File: src/rtl/dev_bus_arbiter_pkg.sv
// Shared types for the device-bus arbiter slice.
//   arb_state_t : arbiter FSM state (IDLE, BUSY0, BUSY1)
//   dbus_req_t  : requester-to-device half of the bus handshake
//   dbus_resp_t : device-to-requester half of the bus handshake
//   TIMEOUT_W   : width of the optional watchdog counter
package dev_arb_pkg;

  localparam int TIMEOUT_W = 20;

  typedef enum logic [1:0] {
    IDLE  = 2'd0,
    BUSY0 = 2'd1,
    BUSY1 = 2'd2
  } arb_state_t;

  typedef struct packed {
    logic        valid;
    logic [63:0] addr;
    logic        wvalid;
    logic [7:0]  size;
    logic [63:0] wdata;
  } dbus_req_t;

  typedef struct packed {
    logic [63:0] rdata;
    logic        ready;
    logic        last;
  } dbus_resp_t;

endpackage

File: src/rtl/dev_bus_arbiter_if.sv
// Device/MMIO bus handshake bundle.
//   master : side that issues requests (valid, addr, wvalid, size, wdata)
//            and receives responses (rdata, ready, last)
//   slave  : side that accepts requests and returns responses
interface dev_bus_arbiter_if;
  import dev_arb_pkg::*;

  logic        valid;
  logic [63:0] addr;
  logic        wvalid;
  logic [7:0]  size;
  logic [63:0] wdata;
  logic [63:0] rdata;
  logic        ready;
  logic        last;

  modport master (
    output valid, addr, wvalid, size, wdata,
    input  rdata, ready, last
  );

  modport slave (
    input  valid, addr, wvalid, size, wdata,
    output rdata, ready, last
  );

endinterface

File: src/rtl/dev_bus_arbiter_watchdog.sv
// Stall watchdog for the device-bus arbiter.
// Ports:
//   clk, reset : clock and synchronous active-high reset
//   clear_i    : zero the count (takes precedence over enable_i)
//   enable_i   : count this cycle as a stalled cycle
//   expire_o   : high during the LIMIT-th consecutive enabled cycle
module dev_arb_watchdog
  import dev_arb_pkg::*;
#(
  parameter logic [TIMEOUT_W-1:0] LIMIT = 20'd1000000
) (
  input  logic clk,
  input  logic reset,
  input  logic clear_i,
  input  logic enable_i,
  output logic expire_o
);

  logic [TIMEOUT_W-1:0] cnt_q, cnt_d;

  always_comb begin
    cnt_d = cnt_q;
    if (clear_i) begin
      cnt_d = '0;
    end else if (enable_i) begin
      cnt_d = cnt_q + 1'b1;
    end
  end

  always_ff @(posedge clk) begin
    if (reset) begin
      cnt_q <= '0;
    end else begin
      cnt_q <= cnt_d;
    end
  end

  // The first stalled cycle sees cnt_q = 0, so the LIMIT-th sees LIMIT-1.
  assign expire_o = enable_i && (cnt_q == LIMIT - 1'b1);

endmodule

File: src/rtl/dev_bus_arbiter.sv
// Two-requester round-robin arbiter for the device/MMIO bus.
// The owner keeps the bus until the device returns ready && last; on
// completion the priority pointer flips to the other requester, and if that
// requester is already waiting it is granted with no idle cycle in between.
// Ports:
//   clk, reset  : clock and synchronous active-high reset
//   m0, m1      : requester ports (m0 = CPU data port, m1 = debug streamer)
//   dev         : port toward the device block
//   grant_id    : current owner, meaningful only while dev.valid = 1
//   timeout_err : sticky watchdog flag (present only with DEV_ARB_TIMEOUT_EN)
// Optional feature macro: DEV_ARB_TIMEOUT_EN adds a stall watchdog that
// completes a hung transaction itself with all-ones read data.
module dev_bus_arbiter
  import dev_arb_pkg::*;
#(
  parameter int                   NUM_REQ        = 2,
  parameter logic [TIMEOUT_W-1:0] TIMEOUT_CYCLES = 20'd1000000
) (
  input  logic               clk,
  input  logic               reset,
  dev_bus_arbiter_if.slave   m0,
  dev_bus_arbiter_if.slave   m1,
  dev_bus_arbiter_if.master  dev,
  output logic               grant_id
`ifdef DEV_ARB_TIMEOUT_EN
  ,
  output logic               timeout_err
`endif
);

  if (NUM_REQ != 2) begin : g_bad_num_req
    $error("dev_bus_arbiter supports exactly two requesters");
  end
  if (TIMEOUT_CYCLES == '0) begin : g_bad_timeout
    $error("dev_bus_arbiter TIMEOUT_CYCLES must be nonzero");
  end

  arb_state_t state_q, state_d;
  logic       prio_q, prio_d;
  dbus_req_t  req0, req1, dev_req;
  dbus_resp_t dev_resp, resp0, resp1;
  logic       wd_fire;

  assign req0 = '{valid: m0.valid, addr: m0.addr, wvalid: m0.wvalid,
                  size: m0.size, wdata: m0.wdata};
  assign req1 = '{valid: m1.valid, addr: m1.addr, wvalid: m1.wvalid,
                  size: m1.size, wdata: m1.wdata};
  assign dev_resp = '{rdata: dev.rdata, ready: dev.ready, last: dev.last};

`ifdef DEV_ARB_TIMEOUT_EN
  logic busy;
  logic wd_expire;
  logic timeout_err_q;

  assign busy = (state_q == BUSY0) || (state_q == BUSY1);

  dev_arb_watchdog #(
    .LIMIT (TIMEOUT_CYCLES)
  ) u_watchdog (
    .clk      (clk),
    .reset    (reset),
    .clear_i  (!busy || dev.ready),
    .enable_i (busy && !dev.ready),
    .expire_o (wd_expire)
  );

  // An abort in the same cycle wins over the watchdog.
  assign wd_fire = wd_expire && !reset &&
                   (((state_q == BUSY0) && m0.valid) ||
                    ((state_q == BUSY1) && m1.valid));

  always_ff @(posedge clk) begin
    if (reset) begin
      timeout_err_q <= 1'b0;
    end else if (wd_fire) begin
      timeout_err_q <= 1'b1;
    end
  end

  assign timeout_err = timeout_err_q;
`else
  assign wd_fire = 1'b0;
`endif

  always_comb begin
    state_d  = state_q;
    prio_d   = prio_q;
    dev_req  = '0;
    resp0    = '0;
    resp1    = '0;
    grant_id = 1'b0;
    // Outputs are held quiet while reset is asserted so a transaction that
    // was in flight is dropped immediately, not one cycle later.
    if (!reset) begin
      case (state_q)
        IDLE: begin
          if (m0.valid && (!m1.valid || !prio_q)) begin
            state_d = BUSY0;
          end else if (m1.valid) begin
            state_d = BUSY1;
          end
        end
        BUSY0: begin
          dev_req = req0;
          resp0   = dev_resp;
          if (!m0.valid) begin
            state_d = IDLE;
          end else if (wd_fire) begin
            dev_req.valid = 1'b0;
            resp0   = '{rdata: {64{1'b1}}, ready: 1'b1, last: 1'b1};
            prio_d  = 1'b1;
            state_d = IDLE;
          end else if (dev.ready && dev.last) begin
            prio_d  = 1'b1;
            state_d = m1.valid ? BUSY1 : IDLE;
          end
        end
        BUSY1: begin
          grant_id = 1'b1;
          dev_req  = req1;
          resp1    = dev_resp;
          if (!m1.valid) begin
            state_d = IDLE;
          end else if (wd_fire) begin
            dev_req.valid = 1'b0;
            resp1   = '{rdata: {64{1'b1}}, ready: 1'b1, last: 1'b1};
            prio_d  = 1'b0;
            state_d = IDLE;
          end else if (dev.ready && dev.last) begin
            prio_d  = 1'b0;
            state_d = m0.valid ? BUSY0 : IDLE;
          end
        end
        default: state_d = IDLE;
      endcase
    end
  end

  always_ff @(posedge clk) begin
    if (reset) begin
      state_q <= IDLE;
      prio_q  <= 1'b0;
    end else begin
      state_q <= state_d;
      prio_q  <= prio_d;
    end
  end

  assign dev.valid  = dev_req.valid;
  assign dev.addr   = dev_req.addr;
  assign dev.wvalid = dev_req.wvalid;
  assign dev.size   = dev_req.size;
  assign dev.wdata  = dev_req.wdata;

  assign m0.rdata = resp0.rdata;
  assign m0.ready = resp0.ready;
  assign m0.last  = resp0.last;
  assign m1.rdata = resp1.rdata;
  assign m1.ready = resp1.ready;
  assign m1.last  = resp1.last;

endmodule

File: src/flat_wrapper.sv
// flat-port wrapper written by rule: the top's interface ports become plain ports
module dev_bus_arbiter_flat import dev_arb_pkg::*;
#(
  parameter int                   NUM_REQ        = 2,
  parameter logic [TIMEOUT_W-1:0] TIMEOUT_CYCLES = 20'd1000000
)
  (clk, reset, grant_id, m0_valid, m0_addr, m0_wvalid, m0_size, m0_wdata, m0_rdata, m0_ready, m0_last, m1_valid, m1_addr, m1_wvalid, m1_size, m1_wdata, m1_rdata, m1_ready, m1_last, dev_valid, dev_addr, dev_wvalid, dev_size, dev_wdata, dev_rdata, dev_ready, dev_last);
  dev_bus_arbiter_if m0_i ();
  dev_bus_arbiter_if m1_i ();
  dev_bus_arbiter_if dev_i ();
  input  logic clk;
  input  logic reset;
  output logic grant_id;
  input wire logic [$bits(m0_i.valid)-1:0] m0_valid;
  input wire logic [$bits(m0_i.addr)-1:0] m0_addr;
  input wire logic [$bits(m0_i.wvalid)-1:0] m0_wvalid;
  input wire logic [$bits(m0_i.size)-1:0] m0_size;
  input wire logic [$bits(m0_i.wdata)-1:0] m0_wdata;
  output wire logic [$bits(m0_i.rdata)-1:0] m0_rdata;
  output wire logic [$bits(m0_i.ready)-1:0] m0_ready;
  output wire logic [$bits(m0_i.last)-1:0] m0_last;
  input wire logic [$bits(m1_i.valid)-1:0] m1_valid;
  input wire logic [$bits(m1_i.addr)-1:0] m1_addr;
  input wire logic [$bits(m1_i.wvalid)-1:0] m1_wvalid;
  input wire logic [$bits(m1_i.size)-1:0] m1_size;
  input wire logic [$bits(m1_i.wdata)-1:0] m1_wdata;
  output wire logic [$bits(m1_i.rdata)-1:0] m1_rdata;
  output wire logic [$bits(m1_i.ready)-1:0] m1_ready;
  output wire logic [$bits(m1_i.last)-1:0] m1_last;
  output wire logic [$bits(dev_i.valid)-1:0] dev_valid;
  output wire logic [$bits(dev_i.addr)-1:0] dev_addr;
  output wire logic [$bits(dev_i.wvalid)-1:0] dev_wvalid;
  output wire logic [$bits(dev_i.size)-1:0] dev_size;
  output wire logic [$bits(dev_i.wdata)-1:0] dev_wdata;
  input wire logic [$bits(dev_i.rdata)-1:0] dev_rdata;
  input wire logic [$bits(dev_i.ready)-1:0] dev_ready;
  input wire logic [$bits(dev_i.last)-1:0] dev_last;
  assign m0_i.valid = m0_valid;
  assign m0_i.addr = m0_addr;
  assign m0_i.wvalid = m0_wvalid;
  assign m0_i.size = m0_size;
  assign m0_i.wdata = m0_wdata;
  assign m0_rdata = m0_i.rdata;
  assign m0_ready = m0_i.ready;
  assign m0_last = m0_i.last;
  assign m1_i.valid = m1_valid;
  assign m1_i.addr = m1_addr;
  assign m1_i.wvalid = m1_wvalid;
  assign m1_i.size = m1_size;
  assign m1_i.wdata = m1_wdata;
  assign m1_rdata = m1_i.rdata;
  assign m1_ready = m1_i.ready;
  assign m1_last = m1_i.last;
  assign dev_valid = dev_i.valid;
  assign dev_addr = dev_i.addr;
  assign dev_wvalid = dev_i.wvalid;
  assign dev_size = dev_i.size;
  assign dev_wdata = dev_i.wdata;
  assign dev_i.rdata = dev_rdata;
  assign dev_i.ready = dev_ready;
  assign dev_i.last = dev_last;
  dev_bus_arbiter #(.NUM_REQ(NUM_REQ), .TIMEOUT_CYCLES(TIMEOUT_CYCLES)) u_core (.clk(clk), .reset(reset), .m0(m0_i), .m1(m1_i), .dev(dev_i), .grant_id(grant_id));
endmodule
File: config.mk
export PLATFORM = sky130hd
export DESIGN_NAME = dev_bus_arbiter_flat
export DESIGN_NICKNAME = d
export VERILOG_FILES = /design/src/rtl/dev_bus_arbiter_pkg.sv /design/src/rtl/dev_bus_arbiter_if.sv /design/src/rtl/dev_bus_arbiter_watchdog.sv /design/src/rtl/dev_bus_arbiter.sv /design/src/flat_wrapper.sv
export SDC_FILE = /design/constraint.sdc
export NUM_CORES = 1
export LEC_CHECK = 0
export CORE_AREA = 2 2 238 240
export DETAILED_ROUTE_END_ITERATION = 10
export DIE_AREA = 0 0 240 242
export PLACE_DENSITY = 0.3
export SYNTH_ARGS = -nofsm -noshare
export SYNTH_HDL_FRONTEND = slang
export SYNTH_SLANG_ARGS = --single-unit
File: constraint.sdc
create_clock -name clk -period 3.34 [get_ports clk]
set_input_delay 0.835 -clock clk [delete_from_list [all_inputs] [get_ports clk]]
set_output_delay 0.835 -clock clk [all_outputs]
set_load 0.005 [all_outputs]
==> results of run 1 <==
## Yosys cell counts, types with 2 or more instances
| master | count | area (um2) |
|---|---|---|
| a22oi_1 | 138 | 1040 |
| nand2b_1 | 3 | 18.8 |
| buf_1 | 2 | 7.51 |
| ha_1 | 5 | 62.6 |
| nor2_1 | 140 | 526 |
| a21boi_0 | 2 | 15.0 |
| clkbuf_2 | 8 | 40.0 |
| inv_1 | 4 | 15.0 |
| buf_2 | 23 | 115 |
| and2_1 | 134 | 838 |
| o21ai_0 | 2 | 10.0 |
| clkbuf_1 | 26 | 97.6 |
| dfxtp_1 | 3 | 60.1 |
## final cells by class
cell class                      count  area (um2)
Clock buffer                        4        78.8
Inverter                            4        15.0
Sequential cell                     3        60.1
Fill cell                        6318       45300
Multi-Input combinational cell    437        2660
Tap cell                          756         946
Timing Repair Buffer              660        6660
## layer usage
metal	part of all wire	global-route usage	routed length (um)	up-vias
li1	-	-	-	2971
met1	0.40	0.120	13000	2794
met2	0.53	0.201	17300	287
met3	0.071	0.0197	2330	8
met4	0.0043	0.00676	142	0
met5	0	0	0	-
## kinds of logic after synthesis
logic type,after synthesis,share of synthesized area
buffers and inverters,64,0.0957
DFF,3,0.0203
adders and majority gates,5,0.0212
AOI/OAI and AO/OA,149,0.379
muxes,1,0.00339
and+or+nand+nor,282,0.481
## flip-flops by register name, indices dropped and copies added (netlist names)
register        cells
u_core.state_q      2
u_core.prio_q       1
## path summary, 6_finish.rpt
kind	endpoint	slack, ps
worst max-delay path	dev_valid	130
worst min-delay path	u_core.state_q[0]	550
worst max register to register	u_core.prio_q	1430
worst min register to register	u_core.state_q[0]	550
## timing repair
item / in CTS / in global routing
hold buffers: 0 / 0
buffers inserted: 1 / 3
resized for setup: 2 / 0
cloned: 1 / 0
setup endpoints to repair: 145 / 10
## power by group through the flow
stage	clock (W)	combinational, W	sequential, W
after floorplan	0	0.000549	0.0000450
after global placement	0	0.00162	0.0000485
after detailed placement	0	0.00161	0.0000485
after CTS	0.000194	0.00163	0.0000480
after global routing	0.000198	0.00173	0.0000486
final	0.000193	0.00160	0.0000479
## critical path: cells and delay by family
family | cells | cell delay [ps]
buffers and inverters | 2 | 1180
AOI/OAI and AO/OA | 1 | 190
and+or+nand+nor | 1 | 170
## per-stage QoR
step | total power, W | TNS, ps | setup WS, ps | std cells | utilization
2_1_floorplan | 0.000594 | 0 | 1030 | 504 | -
3_3_place_gp | 0.00167 | -1130 | -78.3 | 1855 | 0.184
3_5_place_dp | 0.00165 | -4520 | -109 | 1855 | 0.184
4_1_cts | 0.00187 | 0 | 74.1 | 1861 | 0.186
5_1_grt | 0.00198 | 0 | 46.1 | 1864 | 0.187
6_report | 0.00185 | 0 | 132 | 1864 | 0.187
## layout by cell type (no fill, tap or decap)
| cell type | synthesis | layout |
|---|---|---|
| a21boi_0 | 2 | 2 |
| a21oi_1 | 1 | 1 |
| buf_16 | 0 | 1 |
| a32oi_1 | 1 | 1 |
| nand4_1 | 1 | 1 |
| nor2b_4 | 0 | 1 |
| or3b_2 | 1 | 1 |
| a22oi_1 | 138 | 138 |
| nor2_1 | 140 | 139 |
| a21bo_2 | 1 | 1 |
| clkdlybuf4s50_1 | 0 | 613 |
| ha_1 | 5 | 3 |
| ha_4 | 0 | 2 |
| and2_1 | 134 | 134 |
| nor3b_1 | 1 | 1 |
| nand2b_1 | 3 | 2 |
| buf_12 | 0 | 12 |
| mux2i_1 | 1 | 1 |
| or3_1 | 1 | 1 |
| o311ai_0 | 1 | 1 |
| buf_4 | 1 | 33 |
| clkbuf_16 | 0 | 3 |
| o221ai_1 | 1 | 1 |
| o211ai_1 | 1 | 1 |
| dfxtp_1 | 3 | 3 |
| o21ai_0 | 2 | 2 |
| nor2_4 | 0 | 1 |
| inv_1 | 4 | 4 |
| a2bb2oi_1 | 1 | 1 |
| dlygate4sd2_1 | 0 | 1 |
| clkbuf_1 | 26 | 1 |
| nand2b_4 | 0 | 1 |
==> metrics, run 1 <==
crit-path cells clkdlybuf4s50_1 -> a22oi_1 -> nor2_1 -> clkdlybuf4s50_1; Synth Warn # 0; vias in the first global route 6101; Crit-path slowest cell clkdlybuf4s50_1; initial core utilization 0.0530; max cap viols 0; cell count of the worst hold path 2; cell area after layout 10400 um2; placed cell area 10300 um2; Seq/Total Area, Yosys 0.0203; clk root buf clkbuf_16; combinational fraction of design power 0.870; Worst slew margin 0.716; Worst EP required 2500 ps; CTS tree done; Sink Count 3; Avg Cell Area, Syn 5.86 um2; via count 6060; R2R Path Start u_core.state_q[0]; critical path peak fanout 7; Clock Skew 1.93 ps; Die ar. 58100 um2; Hold Path Origin u_core.state_q[0]; Pins Over Slew Limit 0; Placeable Area 55700 um2; Fmax 0.312 GHz; kind of critical path primary input to output pin; Leak 3.39 nW; Int Power 0.00113 W; Final nets 1458; Fin. Hold Viols 0; initial drt markers 205; count of final setup violators 0; unrepaired setup endpoints after global routing false; worst setup path start m1_valid; Sw Share 0.388; endpoint class of the critical path output pin; Tot GR Track Use 0.103; CP Launch Type primary input; DP Wirelength 28200 um; reg2reg path depth 7; Max Root-Sink Buffers 2; Main synth FF type dfxtp_1; sequential share of power 0.026; Layout Area Growth over Synthesis 253%; Post-synth EDFFs 0; clock slew at reported path FFs 30 ps; share of cells above drive strength 1 0.0505; Ports 615; DR pass1 iterations 4; Worst Hold Slack 546 ps; initial antenna violation count 0; fin crit share 0.961; worst path arrival time 2370 ps; Final GP Congestion 0.817; Routed WL 32800 um; clock insertion delay at the later pin of the skew report 230 ps; Final Critical Period 3210 ps; Inserted Diodes 0; vias per cell 3.25; H-tree levels 1; Post-Syn Area 2950 um2; transition time of the tightest slew-check pin 426 ps; worst hold-check path type flip-flop to flip-flop; most used cell, CP clkdlybuf4s50_1; drt drc 0; FP Rows 87; Die Ht 242 um; first-pass GRT wire length 44400 um; number of CTS-inserted buffers 3; Post-Syn Instances 504; switching power 0.000715 W; Power Dens Cells 177 nW/um2; Antenna Nets Post-Route 0; status complete, no violations; clock share of power 0.104; VDD IR max 110 uV; Critical Path Max Stage Delay 630 ps; library cells used by synthesis 27; # port buffers 614; largest net degree at the start of global routing 47; total grt overflow 0; ys async rst share 0; post-synthesis net count 853; DR WL/cell 17.6 um; #FFs+latches synth 3; Die X 240 um
(Power assumes the default switching activity.)
==> inputs of run 2 (changes only) <==
--- a/config.mk
+++ b/config.mk
@@ -5,9 +5,10 @@
 export SDC_FILE = /design/constraint.sdc
 export NUM_CORES = 1
 export LEC_CHECK = 0
-export CORE_AREA = 2 2 238 240
+export ABC_AREA = 1
+export CORE_AREA = 2 2 241 243
 export DETAILED_ROUTE_END_ITERATION = 10
-export DIE_AREA = 0 0 240 242
+export DIE_AREA = 0 0 243 245
 export PLACE_DENSITY = 0.3
 export SYNTH_ARGS = -nofsm -noshare
 export SYNTH_HDL_FRONTEND = slang
==> run 2 against run 1 <==
  * Combinational power increased to 2.5 times the previous value
  * Sequential cell count stayed put
  * Sequential power rose by 47%
  * Synthesized cell count grew 43%
  * Critical path depth up 2
  * Count of clock-buffer cells in the layout unchanged
  * Non-clock buffer count fell by 4
  * Wire length increased by 7.9%
  * Fmax hardly changed
==> metrics, run 2 <==
post-synthesis simple-gate area fraction 0.488 (+0.00771); Crit-path slowest cell clkdlybuf4s50_1; vias in the first global route 6749 (+11%); initial drt markers 212 (+3.4%); Worst slew margin 0.818 (+0.102); largest family of logic cells by synthesized area simple AND/OR/NAND/NOR gates; Max Root-Sink Buffers 2 (unchanged); DP Wirelength 30000 um (+6.5%); Placeable Area 57000 um2 (+2.3%); reg2reg end u_core.prio_q; switching power 0.00221 W (+210%); critical path peak fanout 11 (+4); DR pass1 iterations 4 (unchanged); Hold Path Origin u_core.prio_q; commonest non-fill, non-tap cells in the layout clkdlybuf4s50_1, nand2_1, a21oi_2; share of cells above drive strength 1 0.150 (+0.0990); Crit path max-delay family buffers and inverters; unrepaired setup endpoints after global routing false; drt drc 0 (unchanged); Die ar. 59500 um2 (+2.5%); post-route insts no fill 2091 (+12%); Synth top area share 0.277 (-0.0741); Main synth FF type dfxtp_1; Sink Count 3 (unchanged); number of fill cells 6560 (+3.8%); library cells used by synthesis 18 (-33%); first-pass GRT wire length 48800 um (+9.9%); DR WL/cell 16.9 um (-3.8%); Clock Skew 1.91 ps (-0.0267 ps); Post-Syn Instances 723 (+43%); Antenna Nets Post-Route 0 (unchanged); global route hottest layer met2; status complete, no violations; CP Launch Type flip-flop; post-synthesis net count 1072 (+26%); initial core utilization 0.0702 (+0.0172); Fmax 0.312 GHz (about the same); count of final setup violators 0 (unchanged); number of CTS-inserted buffers 3 (unchanged); kind of critical path flip-flop to output pin; worst hold-check path type flip-flop to flip-flop; mux contribution to synthesized area 0 (-0.00339); Ports 615 (unchanged); worst path arrival time 2370 ps (about the same); placed insts 2081 (+12%); initial antenna violation count 0 (unchanged); Int Power 0.00210 W (+86%); clock share of power 0.045 (-0.059); # hold bufs at CTS 0 (unchanged); transition time of the tightest slew-check pin 274 ps (-153 ps); register bank with the most flops u_core.state_q; Die X 243 um (+1.3%); routing usage on met3 0.0250 (+0.00533); Critical Path Max Stage Delay 520 ps (-110 ps); vias per cell 3.18 (-2.3%); Seq/Total Area, Yosys 0.0150 (-0.00533); most numerous cell in the Yosys netlist nand2_1; R2R Path Start u_core.state_q[1]; flop2flop setup slack 1650 ps (+220 ps); Largest regs u_core.state_q: 2 flops, u_core.prio_q: 1 flops; Fin. Hold Viols 0 (unchanged); cell count of the worst hold path 4 (+2); sequential share of power 0.016 (-0.010); #FFs+latches synth 3 (unchanged); dominant cells by area after synthesis nand2_1, a21oi_2, nor2_4, nor2_1, inv_1; clock slew at reported path FFs 30 ps (about the same); Worst EP required 2500 ps (about the same); Post-synth EDFFs 0 (unchanged); # port buffers 614 (unchanged); ys async rst share 0 (unchanged); Die Ht 245 um (+1.2%); Tot GR Track Use 0.110 (+0.00706); met1 global-route usage 0.125 (+0.00515); fraction of the mapped netlist area in adder cells 0.0156 (-0.00555); largest net degree at the start of global routing 44 (-6.4%); grt met2 use 0.215 (+0.0138); Final Critical Period 3210 ps (-1.81 ps); placed cell area 11100 um2 (+7.8%); reg2reg path depth 7 (unchanged); clock insertion delay at the later pin of the skew report 230 ps (about the same); VDD IR max 144 uV (+30%); post-synthesis compound-gate area fraction 0.271 (-0.107); synth cell count leaders nand2_1, a21oi_2, nor2_1; Synth Warn # 0 (unchanged); Layout Area Growth over Synthesis 182%; Pins Over Slew Limit 0 (unchanged); post-synth top area cell nand2_1; FP Rows 88 (+1.1%); combinational fraction of design power 0.939 (+0.069); Final GP Congestion 0.861 (+5.4%); H-tree levels 1 (unchanged); WHS Endpoint u_core.prio_q; Final Util 0.198 (+0.0110); Routed WL 35400 um (+7.9%); Sw Share 0.513 (+0.125); Power Dens Cells 382 nW/um2 (+120%); total grt overflow 0 (unchanged); via count 6644 (+9.6%); cell area after layout 11300 um2 (+8.3%); Leak 3.80 nW (+12%); Final nets 1674 (+15%); crit-path cells inv_1 -> ha_2 -> nand2_8 -> bufbuf_16 -> a21oi_2 -> clkdlybuf4s50_1; Post-Synth XOR/XNOR Area 0 (unchanged); most common cell after layout, fill and taps aside clkdlybuf4s50_1; max cap viols 0 (unchanged); clk root buf clkbuf_16; max reg flops 2 (unchanged); Avg Cell Area, Syn 5.54 um2 (-5.5%); fin crit share 0.960 (about the same); WP buf/inv 3 (+1); endpoint class of the critical path output pin; Post-Syn Area 4000 um2 (+36%); CTS tree done
## run 2: cell count changes after synthesis, sizes merged, moves of 2 or more
cell / before / now
a21boi: 2 / 0
a21oi: 1 / 140
a22oi: 138 / 0
and2: 134 / 0
buf: 26 / 59
clkbuf: 34 / 1
inv: 4 / 76
nand2: 0 / 296
nand2b: 3 / 0
nand3: 0 / 4
nor2: 140 / 137
## run 2: power groups by stage
| stage | registers [W] | clock network (W) | logic (W) |
|---|---|---|---|
| global placement | 0.0000711 | 0 | 0.00400 |
| global route | 0.0000737 | 0.000198 | 0.00439 |
| finish | 0.0000704 | 0.000193 | 0.00404 |
| CTS | 0.0000705 | 0.000197 | 0.00416 |
| detailed placement | 0.0000711 | 0 | 0.00397 |
| floorplan | 0.0000634 | 0 | 0.00201 |
## run 2: layout make-up
type                            instances  area (um2)  share of cell area
Inverter                               76         290              0.0257
Multi-Input combinational cell        585        3190               0.283
Sequential cell                         3        60.1             0.00532
Tap cell                              765         957              0.0848
Antenna cell                            2        5.00            0.000444
Clock buffer                            4        78.8             0.00699
Timing Repair Buffer                  656        6700               0.594
## run 2: timing repair
item,4_1_cts,5_1_grt
setup endpoints to repair,132,0
gates resized for setup,12,0
setup buffers,1,0
## run 2: stage by stage
stage / power (W) / setup slack [ps] / setup TNS, ps / hold slack [ps]
detailed placement: 0.00405 / -215 / -2980 / 505
floorplan: 0.00208 / 1120 / 0 / 482
global placement: 0.00407 / -267 / -6620 / 500
finish: 0.00431 / 134 / 0 / 507
global route: 0.00467 / 24.0 / 0 / 568
CTS: 0.00443 / 76.1 / 0 / 511
## run 2: worst max path at each step
stage / from / slack [ps] / depth (start not counted) / endpoint
detailed placement: reset / -210 / 6 / dev_wdata[8]
CTS: u_core.state_q[1] / 80 / 6 / dev_addr[31]
floorplan: reset / 1120 / 5 / m0_rdata[23]
finish: u_core.state_q[1] / 130 / 6 / dev_addr[31]
global placement: reset / -270 / 6 / dev_wdata[8]
global route: u_core.state_q[1] / 20 / 6 / dev_addr[31]
## run 2: cells by family (layout without fill, tap and decap cells)
| logic type | count (synthesis) | in the layout |
|---|---|---|
| AOI/OAI and AO/OA | 142 | 142 |
| and+or+nand+nor | 437 | 438 |
| buffers and inverters | 136 | 736 |
| DFF | 3 | 3 |
| adders and majority gates | 5 | 5 |
| other | 0 | 2 |
## run 2: worst reg2reg max path, cell delays in order (launching register included)
cell	delay (ps)
dfxtp_1	400
inv_1	130
ha_4	250
buf_4	200
o21ai_0	220
nand2_1	80
o21ai_0	210
nor2_1	70
## run 2: metal layers
layer / share of wire / vias up
li1: - / 3395
met1: 0.39 / 2950
met2: 0.54 / 285
met3: 0.063 / 14
met4: 0.0073 / 0
met5: 0 / -
==> inputs of run 3 (changes only) <==
--- a/config.mk
+++ b/config.mk
@@ -6,10 +6,12 @@
 export NUM_CORES = 1
 export LEC_CHECK = 0
 export ABC_AREA = 1
-export CORE_AREA = 2 2 241 243
+export CORE_AREA = 2 2 240 242
 export DETAILED_ROUTE_END_ITERATION = 10
-export DIE_AREA = 0 0 243 245
+export DIE_AREA = 0 0 242 244
 export PLACE_DENSITY = 0.3
+export RECOVER_POWER = 50
 export SYNTH_ARGS = -nofsm -noshare
 export SYNTH_HDL_FRONTEND = slang
+export SYNTH_HIERARCHICAL = 1
 export SYNTH_SLANG_ARGS = --single-unit
==> run 3 against run 2 <==
  * Combinational power decreased by 59%
  * Clock power increased by 3%
  * Non-clock buffer count increased by 3
  * Setup slack got worse by 70 ps
  * Fmax decreased by 2.1%
  * Power decreased by 56%
  * Sequential cell count unchanged
  * Largest cell class unchanged
  * Highest routed layer unchanged
==> metrics, run 3 <==
status complete, no violations; post-synth top area cell nand2_1; post-route insts no fill 2080 (-0.53%); Worst Hold Slack 464 ps (-42.8 ps); Tot GR Track Use 0.100 (-0.0105); CP Launch Type primary input; ys async rst share 0 (unchanged); Power Dens Cells 177 nW/um2 (-54%); vias in the first global route 6590 (-2.4%); Routed WL 32100 um (-9.4%); number of CTS-inserted buffers 3 (unchanged); Fin. Hold Viols 0 (unchanged); Seq/Total Area, Yosys 0.0171 (+0.00214); Leak 3.88 nW (+2.2%); via count 6616 (-0.42%); multi-input combinational cell area 2730 um2 (-14%); Avg Cell Area, Syn 4.87 um2 (-12%); initial drt markers 230 (+8.5%); most numerous cell in the Yosys netlist nand2_1; cell area after layout 10700 um2 (-5.3%); first-pass GRT wire length 44500 um (-8.8%); sequential standard cell area 60.1 um2 (unchanged); CTS tree done; Worst slew margin 0.710 (-0.107); worst path arrival time 2440 ps (+70 ps); post-synthesis net count 1069 (-0.28%); Die ar. 59000 um2 (-0.82%); Die Ht 244 um (-0.41%); critical path peak fanout 11 (unchanged); # port buffers 614 (unchanged); FP Rows 87 (-1.1%); H-tree levels 1 (unchanged); initial core utilization 0.0624 (-0.00781); Final nets 1673 (-0.060%); synth cell count leaders nand2_1, a21oi_1, nor2_1; worst hold-check path type flip-flop to flip-flop; DP Wirelength 27800 um (-7.2%); clock insertion delay at the later pin of the skew report 230 ps (about the same); kind of critical path primary input to output pin; transition time of the tightest slew-check pin 435 ps (+161 ps); Pins Over Slew Limit 0 (unchanged); library cells used by synthesis 18 (unchanged); clk root buf clkbuf_16; Post-Syn Instances 720 (-0.41%); commonest non-fill, non-tap cells in the layout clkdlybuf4s50_1, nand2_1, a21oi_1; Tot Pwr 0.00189 W (-56%); Synth Warn # 6 (+6); setup TNS 0 ps (unchanged); largest net degree at the start of global routing 50 (+14%); Fmax 0.305 GHz (-2.1%); VDD IR max 121 uV (-16%); Max Root-Sink Buffers 2 (unchanged); max reg flops 2 (unchanged); DR pass1 iterations 4 (unchanged); Clock Skew 2.36 ps (+0.450 ps); Post-synth EDFFs 0 (unchanged); max cap viols 0 (unchanged); register bank with the most flops u_core/state_q; initial antenna violation count 1 (+1); Die X 242 um (-0.41%); Placeable Area 56200 um2 (-1.5%); Synth top area share 0.310 (+0.0330); Main synth FF type dfxtp_1; total grt overflow 0 (unchanged); placed cell area 10700 um2 (-3.3%); most common cell after layout, fill and taps aside clkdlybuf4s50_1; share of cells above drive strength 1 0.0695 (-0.0800); placed insts 2075 (-0.29%); dominant cells by area after synthesis nand2_1, a21oi_1, nor2_4, nor2_1, inv_1; Antenna Nets Post-Route 0 (unchanged); unrepaired setup endpoints after global routing false; Worst EP required 2500 ps (about the same); Sink Count 3 (unchanged); count of final setup violators 0 (unchanged); Layout Area Growth over Synthesis 205%; clock slew at reported path FFs 30 ps (about the same); Post-Syn Area 3500 um2 (-12%); # hold bufs at CTS 0 (unchanged); vias per cell 3.18 (+0.11%); Largest regs u_core/state_q: 2 flops, u_core/prio_q: 1 flops; number of fill cells 6466 (-1.4%); #FFs+latches synth 3 (unchanged); DR WL/cell 15.4 um (-9.0%); Final Critical Period 3280 ps (+69.6 ps); drt drc 0 (unchanged); Ports 615 (unchanged); endpoint class of the critical path output pin; fin crit share 0.981 (+0.0208); Final GP Congestion 0.813 (-5.6%)
==> run 3: changes by cell type in the layout (fill, tap and decap cells not counted), moves of 5 or more <==
cell / previous run / this run
a21oi_1: 37 / 139
a21oi_2: 100 / 2
buf_12: 13 / 8
buf_4: 24 / 33
clkdlybuf4s50_1: 613 / 549
dlygate4sd3_1: 0 / 63
nand2_1: 294 / 287
nor2_1: 96 / 104
nor2_4: 41 / 34
==> run 3: metal layers <==
metal	global-route usage	vias to the layer above	share of wire
met1	0.107	2931	0.37
met2	0.202	279	0.56
met5	0	-	0
met3	0.0196	15	0.061
li1	-	3391	-
met4	0.0153	0	0.011
==> run 3: timing repair <==
action | 4_1_cts | 5_1_grt
pin swaps | 0 | 0
buffers inserted | 0 | 0
endpoints found under the setup margin | 230 | 3
gates resized for setup | 7 | 1
==> run 3: final timing paths <==
kind                                         from           endpoint  slack [ps]  cells after the start
worst max-delay path                        reset      dev_wdata[47]          60                      7
worst min-delay path                u_core/prio_q      u_core/prio_q         460                      2
worst max register to register  u_core/state_q[1]  u_core/state_q[1]        1510                     10
worst min register to register      u_core/prio_q      u_core/prio_q         460                      2
==> run 3: cell type report <==
cell class / instances / share of cell area
Clock buffer: 4 / 0.00738
Antenna cell: 1 / 0.000234
Sequential cell: 3 / 0.00562
Tap cell: 756 / 0.0885
Inverter: 74 / 0.0262
Timing Repair Buffer: 659 / 0.616
Multi-Input combinational cell: 583 / 0.256
==> run 3: per-stage QoR <==
stage,worst slack (ps),utilization
6_report,64.1,0.190
5_1_grt,3.25,0.190
4_1_cts,36.9,0.192
3_5_place_dp,-328,0.190
3_3_place_gp,-382,0.190
2_1_floorplan,1110,-
==> run 3: critical path, stage by stage <==
cell	delay (ps)
dlygate4sd2_1	280
inv_2	90
nand2_4	80
buf_4	200
buf_4	200
a21oi_2	190
clkdlybuf4s50_1	550
==> run 3: logic make-up after synthesis <==
group | after synthesis | synth area share
simple gates | 434 | 0.555
compound gates | 144 | 0.206
buf+inv | 134 | 0.205
fa+ha+maj | 5 | 0.0179
flops | 3 | 0.0171
==> run 3: power breakdown <==
group	internal [W]	switching [W]
Sequential	0.0000429	0.00000777
Combinational	0.000860	0.000780
Clock	0.000158	0.0000405
Total	0.00106	0.000828
